File: src/rtl/action_engine_pipe.sv
// Two-stage action engine: stage 1 captures the action, PHV and a stateful memory word;
// stage 2 executes the action, drives phv_out and performs the stateful memory write.
module action_engine_pipe #(
    parameter int unsigned STAGE      = 0,
    parameter int unsigned CONT_W     = 32,
    parameter int unsigned NUM_CONT   = 8,
    parameter int unsigned IDX_W      = 3,
    parameter int unsigned IMM_W      = 16,
    parameter int unsigned MEM_DEPTH  = 32,
    parameter int unsigned ADDR_W     = 5,
    parameter int unsigned MD_W       = 256,
    parameter int unsigned PHV_LEN    = NUM_CONT*CONT_W+MD_W,
    parameter int unsigned ACTION_LEN = 4+2*IDX_W+IMM_W
) (
    input  logic                  axis_clk,
    input  logic                  aresetn,
    input  logic [ACTION_LEN-1:0] action_in,
    input  logic                  action_in_valid,
    input  logic [PHV_LEN-1:0]    phv_in,
    output logic                  ready_out,
    output logic [PHV_LEN-1:0]    phv_out,
    output logic                  phv_out_valid,
    input  logic                  ready_in
);

    typedef enum logic [3:0] {
        OP_NOP      = 4'h0,
        OP_ADD      = 4'h1,
        OP_SUB      = 4'h2,
        OP_ADDI     = 4'h3,
        OP_SUBI     = 4'h4,
        OP_SET      = 4'h5,
        OP_STORE    = 4'h6,
        OP_LOAD     = 4'h7,
        OP_LOADD    = 4'h8,
        OP_REDIRECT = 4'hC,
        OP_DISCARD  = 4'hD
    } op_t;

    logic                en;

    logic [3:0]          in_op;
    logic [IDX_W-1:0]    in_dst;
    logic [IDX_W-1:0]    in_src1;
    logic [IMM_W-1:0]    in_imm;
    logic [ADDR_W-1:0]   rd_addr;

    logic                s1_valid;
    op_t                 s1_op;
    logic [IDX_W-1:0]    s1_dst;
    logic [IDX_W-1:0]    s1_src1;
    logic [IMM_W-1:0]    s1_imm;
    logic [PHV_LEN-1:0]  s1_phv;
    logic [CONT_W-1:0]   s1_mem;

    logic [CONT_W-1:0]   mem [MEM_DEPTH];

    logic [IDX_W-1:0]    s1_src2;
    logic [ADDR_W-1:0]   wr_addr;
    logic [PHV_LEN-1:0]  next_phv;
    logic [CONT_W-1:0]   opa;
    logic [CONT_W-1:0]   opb;
    logic [CONT_W-1:0]   res;
    logic [CONT_W-1:0]   imm_ext;
    logic                has_dst;
    logic                dst_ok;
    logic                src1_ok;
    logic                src2_ok;
    logic                wr_req;
    logic [CONT_W-1:0]   wr_data;
    logic                mem_we;
    logic                fwd;

    assign en        = !phv_out_valid || ready_in;
    assign ready_out = en;

    assign in_op   = action_in[ACTION_LEN-1 -: 4];
    assign in_dst  = action_in[ACTION_LEN-5 -: IDX_W];
    assign in_src1 = action_in[ACTION_LEN-5-IDX_W -: IDX_W];
    assign in_imm  = action_in[IMM_W-1:0];
    assign rd_addr = in_imm[ADDR_W-1:0];

    assign s1_src2 = s1_imm[IDX_W-1:0];
    assign wr_addr = s1_imm[ADDR_W-1:0];
    assign mem_we  = en && s1_valid && wr_req;
    // The action leaving stage 2 may write the word stage 1 is reading on this edge.
    assign fwd     = mem_we && (wr_addr == rd_addr);

    always_ff @(posedge axis_clk or negedge aresetn) begin
        if (!aresetn) begin
            s1_valid <= 1'b0;
            s1_op    <= OP_NOP;
            s1_dst   <= '0;
            s1_src1  <= '0;
            s1_imm   <= '0;
            s1_phv   <= '0;
            s1_mem   <= '0;
        end else if (en) begin
            s1_valid <= action_in_valid;
            s1_op    <= op_t'(in_op);
            s1_dst   <= in_dst;
            s1_src1  <= in_src1;
            s1_imm   <= in_imm;
            s1_phv   <= phv_in;
            s1_mem   <= fwd ? wr_data : mem[rd_addr];
        end
    end

    always_comb begin
        next_phv = s1_phv;
        opa      = '0;
        opb      = '0;
        res      = '0;
        has_dst  = 1'b0;
        wr_req   = 1'b0;
        wr_data  = '0;
        imm_ext  = CONT_W'(s1_imm);
        dst_ok   = 32'(s1_dst) < NUM_CONT;
        src1_ok  = 32'(s1_src1) < NUM_CONT;
        src2_ok  = 32'(s1_src2) < NUM_CONT;

        for (int unsigned k = 0; k < NUM_CONT; k++) begin
            if (IDX_W'(k) == s1_src1) opa = s1_phv[PHV_LEN-1-k*CONT_W -: CONT_W];
            if (IDX_W'(k) == s1_src2) opb = s1_phv[PHV_LEN-1-k*CONT_W -: CONT_W];
        end

        case (s1_op)
            OP_ADD: if (dst_ok && src1_ok && src2_ok) begin
                has_dst = 1'b1;
                res     = opa + opb;
            end
            OP_SUB: if (dst_ok && src1_ok && src2_ok) begin
                has_dst = 1'b1;
                res     = opa - opb;
            end
            OP_ADDI: if (dst_ok && src1_ok) begin
                has_dst = 1'b1;
                res     = opa + imm_ext;
            end
            OP_SUBI: if (dst_ok && src1_ok) begin
                has_dst = 1'b1;
                res     = opa - imm_ext;
            end
            OP_SET: if (dst_ok) begin
                has_dst = 1'b1;
                res     = imm_ext;
            end
            OP_STORE: if (src1_ok) begin
                wr_req  = 1'b1;
                wr_data = opa;
            end
            OP_LOAD: if (dst_ok) begin
                has_dst = 1'b1;
                res     = s1_mem;
            end
            OP_LOADD: if (dst_ok) begin
                has_dst = 1'b1;
                res     = s1_mem + CONT_W'(1);
                wr_req  = 1'b1;
                wr_data = s1_mem + CONT_W'(1);
            end
            OP_REDIRECT: next_phv[8:1] = s1_imm[7:0];
            OP_DISCARD:  next_phv[0]   = 1'b1;
            default: ;
        endcase

        if (has_dst) begin
            for (int unsigned k = 0; k < NUM_CONT; k++) begin
                if (IDX_W'(k) == s1_dst) next_phv[PHV_LEN-1-k*CONT_W -: CONT_W] = res;
            end
        end
    end

    always_ff @(posedge axis_clk or negedge aresetn) begin
        if (!aresetn) begin
            phv_out       <= '0;
            phv_out_valid <= 1'b0;
            for (int unsigned i = 0; i < MEM_DEPTH; i++) mem[i[ADDR_W-1:0]] <= '0;
        end else if (en) begin
            phv_out_valid <= s1_valid;
            if (s1_valid) phv_out <= next_phv;
            if (mem_we) mem[wr_addr] <= wr_data;
        end
    end

endmodule

File: config.mk
export PLATFORM = sky130hd
export DESIGN_NAME = action_engine_pipe
export DESIGN_NICKNAME = d
export VERILOG_FILES = /design/src/rtl/action_engine_pipe.sv
export SDC_FILE = /design/constraint.sdc
export NUM_CORES = 2
export LEC_CHECK = 0
export BUFFER_PORTS_ARGS = -buffer_cell sky130_fd_sc_hd__buf_2
export CORE_ASPECT_RATIO = 1.4
export CORE_MARGIN = 2
export CORE_UTILIZATION = 40
export DETAILED_ROUTE_END_ITERATION = 6
export SLEW_MARGIN = 25
export SYNTH_ARGS = -nofsm -noshare
export SYNTH_HDL_FRONTEND = slang
export SYNTH_SLANG_ARGS = --single-unit
export TNS_END_PERCENT = 10
File: constraint.sdc
create_clock -name axis_clk -period 6.71 [get_ports axis_clk]
set_clock_uncertainty 0.15 [all_clocks]
set_input_delay 1.0065 -clock axis_clk [delete_from_list [all_inputs] [get_ports axis_clk]]
set_output_delay 1.0065 -clock axis_clk [all_outputs]
set_load 0.05 [all_outputs]
Yosys cells after proc, flatten, opt, wreduce, memory -nomap -nowiden:

Cells that the tools add are included.

* bits in writable memories: 0
* logic and storage cells: 134
* ROM bits: 0
* register bits after elaboration: 2108
* memories: 0
* output and inout bits: 514
* bits in latches: 0

* divide/modulo/power cells: 0
* shift-type cells: 0
* multipliers: 0
* equal/unequal tests: 32
* reduce and logical (&&, ||, !) cells: 13
* add/subtract/negate cells: 5
* order comparisons: 3
* mux-type cells: 38
* bitwise gates (word level): 2

Operator list (number)
* $bwmux W1024: 1
* $mux W32: 28
* $mux W256: 1
* $pmux W32 S7: 1
* $bmux W32 S5: 1
* $demux W32 S5: 1
* $pmux W32 S2: 1
* $eq A3 B3 Y1 const A: 12
* $add A32 B1 Y32 const B: 1
* $add A32 B16 Y32: 1
* $add A32 B32 Y32: 1
* $sub A32 B16 Y32: 1
* $sub A32 B32 Y32: 1
* $eq A2 B3 Y1 const A: 6
* $eq A4 B3 Y1 const B: 4
* $eq A4 B4 Y1 const B: 3
* $ge A6 B6 Y1 const B: 2
* $not A5 Y6: 2
* $eq A1 B3 Y1 const A: 3
* $logic_not A3 Y1: 3
* $eq A4 B2 Y1 const B: 2
* $mux W8: 1
* $reduce_or A7 Y1: 1
* $lt A6 B1 Y1 const B: 1
* 8 further kinds: 14

Depth between registers and ports, before layout:

* word-level depth: 13
* depth in mapped cells: 32
* depth with buffers taken out: 27

Least setup slack after synthesis:

Ideal clock, no wire load.

* kind: reg-to-reg
* from: register s1_imm[2]
* to: register phv_out[286]
* cell stages (with the launch flop): 30
* data arrival time: 6.219 ns
* slack: 0.210 ns
* required time: 6.429 ns
* cell sequence: dfrtp_1 buf_6 inv_2 buf_4 clkbuf_1 buf_1 ha_1 clkbuf_1 and2_1 a2111oi_2 o22ai_1 a222oi_1 nand2_1 or2_2 inv_1 a211oi_1 a31o_2 a222oi_1 ha_1 and3_1 a31oi_1 nand2_1 a21oi_1 o211ai_1 a2111oi_0 nor4_1 o21ai_0 and4_1 clkbuf_1 o21ai_0

* cells in the longest elaborated chain, start to end: 13

RTL lines
* from (decl): line 52 `logic [IMM_W-1:0] s1_imm;`
* from (signal assigned): line 103 `s1_imm <= in_imm;`
* $logic_not A3 Y1: line 124 `if (IDX_W'(k) == s1_src2) opb = s1_phv[PHV_LEN-1-k*CONT_W -: CONT_W];`
* $mux W32 (8 in a row): line 124
* $sub A32 B32 Y32 or $add A32 B32 Y32 (tied branches): line 134, 130
* $pmux W32 S7 *: line 127 `case (s1_op)`
* $mux W32 *: line 169 `if (IDX_W'(k) == s1_dst) next_phv[PHV_LEN-1-k*CONT_W -: CONT_W] = res;`
* $mux W256 *: line 167 `if (has_dst) begin`
* to (signal assigned): line 181 `if (s1_valid) phv_out <= next_phv;`
* to (decl): line 21 `output logic [PHV_LEN-1:0] phv_out,`

Every way passes the cells marked *; elsewhere a longest branch is shown, timed or not.
A chain may end at the register's enable or synchronous reset.

Worst setup path in the final report:

* from: register s1_imm[0]
* to: register phv_out[506]

Same word-level chain as after synthesis.

==> run metrics <==
Final period util=96.0%; TritonCTS clock tree=yes; Worst Hold Launch=phv_in[12]; Critical R2R Capture=phv_out[506]; # rows=around 210; min Tclk post-route=approximately 6.4 ns; Avg Cell Area, Syn=slightly above 9 µm²; P_int=about 26 mW; PortBufs=approximately 1100; number of flops mapped to enable cells by yosys=0; CP Launch Type=flip-flop; switching share of power=between 40% and 50%; GRT Util Overall=between 30% and 40%; WL per Instance=30.0 µm; max-cap violations=0; fin util=about half; Cells after DPL=14400; post-route setup slack=0.270 ns; gp weighted congestion=around 1.1; Clock Path Buffers=4; Area Growth Syn to Fin=19.7%; die area=about 250000 µm²; Critical R2R Launch=s1_imm[0]; R2R cell count=31; Synth cell types=98; Residual DRC=0; Die H=around 590 µm; Reg power frac=between 30% and 40%; worst hold endpoint=s1_phv[12]; share of layout cells above drive strength 1=between 20% and 30%; die width=approximately 420 µm; Synth Instances=10400; Pleak=around 56 nW; largest net degree at the start of global routing=about 220; combinational share of power=around a third; DP HPWL=329 mm; setup TNS=0 ns; I/O pins=around 1100; Seq cells post-synth=2108; Hold Path Depth=3; final wirelength=446 mm; Pre-antenna DRT Iters=6; initial DRC count=8954; Post-synth ARST share=100%; CP arrival=around 7.1 ns; most frequent cells in the layout=nand2_1 (2998), dfrtp_1 (2103), nor2_1 (1104), a21oi_1 (1060), buf_2 (1050); pre-CTS setup slack=-0.0919 ns; Hold Path Class=primary input to flip-flop; post-route ant nets=0; cts bufs inserted=215; Via-to-Cell Ratio=around 5.7; Sw Pwr=about 18 mW; global-route wire length before repair=~630 mm; initial antenna violation count=90; cell taking the most area after synthesis=dfrtp_1; share of the synthesized area in the top cell type=between 50% and 60%; required time of the worst setup path=between 7 and 8 ns; sequential-to-total area share from yosys stat=between 50% and 60%; final setup violation count=0; commonest non-fill, non-tap cell in the layout=nand2_1; Max Fclk=between 0.15 and 0.2 GHz; worst rel slew slack=approximately 7%; R2R Setup Slk=between 0.2 and 0.3 ns; Worst Tran Pin Value=between 1 and 1.5 ns; nets=~12000; initial core utilization=40.2%; Hold Violations, Final=0; vias=about 85000; main area contributors after synthesis=dfrtp_1 (55%), nand2_1 (12%), mux4_2 (7.5%); grt ovf=0; Syn. warnings=0; worst-path fanout max=14; Num Clock Sinks=between 2000 and 2500; vias in the first global route=around 80000; Placeable Area=between 200000 and 250000 µm²; VDD IR-drop max=~230 µV; clk root buf=clkbuf_16; Setup crit end kind=flip-flop; pins over their slew limit=0; fin cells=roughly 15000; pwr/cell area=383 nW/µm²; Synth Cell Area=a little under 100000 µm²; # H-tree levels=4; clock network fraction of total power=roughly 28%; Slowest cell on crit path=dfrtp_1; Synth Flop Type=dfrtp_1; status=finished, final reports clean; clk_lat worst skew=a little over 0.9 ns; syn nets=10900; CP max stage delay=between 0.3 and 0.4 ns; most used cell along the critical path=buf_4; Worst Setup Path Type=flip-flop to flip-flop; clock-pin transition on the worst setup and hold timing paths=roughly 0.07 ns
[power groups by stage]
stage	clock network (mW)	registers (mW)	logic, mW
2_1_floorplan	0	19.4	5.26
3_3_place_gp	0	17.0	14.3
6_report	12.6	16.9	14.7
5_1_grt	13.3	17.0	15.5
3_5_place_dp	0	17.1	14.4
4_1_cts	12.8	16.8	14.5
[area by class of cell]
class | count | area [µm²]
timing repair buffer | 1585 | 9930
tap | 3225 | 4040
antenna | 90 | 225
clock buffer | 318 | 6410
clock inverter | 70 | 892
fill | 22900 | 125000
multi-input combinational | 7349 | 41000
inverter | 92 | 353
sequential | 2108 | 52800
[per-layer routing]
| metal | up-vias | global-route usage (%) | routed length [µm] |
|---|---|---|---|
| met4 | 14 | 25.2 | 37400 |
| li1 | 37000 | - | - |
| met2 | 3848 | 57.0 | 209000 |
| met3 | 1104 | 6.54 | 33000 |
| met1 | 42700 | 43.8 | 166000 |
| met5 | - | 0 | 91 |
[cells by family after synthesis]
kind of cell / Yosys count / synth area share (%)
fa+ha+maj: 41 / 0.539
compound gates: 2338 / 13.6
mux: 405 / 8.41
buf+inv: 906 / 3.66
flops: 2108 / 54.6
xor+xnor: 78 / 0.708
simple gates: 4487 / 18.4
[sequential cells by signal, indices dropped and copies added (netlist names)]
register / flops
mem: 1024
s1_imm: 16
s1_op: 4
phv_out_valid: 1
s1_valid: 1
s1_mem: 32
s1_src1: 3
s1_phv: 512
s1_dst: 3
phv_out: 512
[cells in the mapped netlist, types with 20 or more instances]
cell type     n
mux4_2      322
xnor2_1      42
buf_1        53
nand3_1      36
o221ai_1     31
dfrtp_1    2108
a21o_1       50
nor3_1       48
or3_1        25
nand2b_1     33
mux2i_1      50
ha_1         40
nor2b_1      30
xor2_1       36
a221oi_1     30
a22o_1       35
clkbuf_1    723
and3_1       57
o21ai_0     824
mux2_2       33
inv_1        88
a21oi_1    1067
nor2_1     1133
a211oi_1     44
a22oi_1      61
o22ai_1      20
nand2_1    3009
[critical path, delay by kind of cell, from the launching register on]
| kind | cells | cell delay, ns |
|---|---|---|
| XOR/XNOR | 1 | 0.12 |
| flip-flops | 1 | 0.39 |
| buffers and inverters | 9 | 1.42 |
| AO/OA/AOI/OAI | 11 | 2.37 |
| adder cells (fa/ha/maj) | 2 | 0.60 |
| AND/OR/NAND/NOR | 8 | 1.33 |
[timing repair]
item	in CTS	in global routing
setup buffers	0	2
resized for setup	2	36
hold buffers	1	0
hold endpoints to repair	24	0
pin swaps	1	7
setup endpoints to repair	31	83
[worst max path at each step]
| stage | from | endpoint | slack, ns |
|---|---|---|---|
| finish | s1_imm[0] | phv_out[506] | 0.27 |
| global placement | s1_imm[1] | phv_out[506] | -0.12 |
| CTS | s1_imm[1] | phv_out[447] | 0.04 |
| detailed placement | s1_imm[1] | phv_out[474] | -0.09 |
| floorplan | s1_imm[2] | phv_out[286] | 0.21 |
| global route | s1_imm[0] | phv_out[506] | -0.06 |
[per-stage QoR]
stage               power (mW)  hold WS [ns]  area (µm²)
global route              45.8         0.113      115000
global placement          31.3         0.295      108000
finish                    44.3         0.125      116000
CTS                       44.1        0.0655      115000
detailed placement        31.5         0.298      108000
floorplan                 24.7         0.288       96600
(Power assumes the default switching activity.)
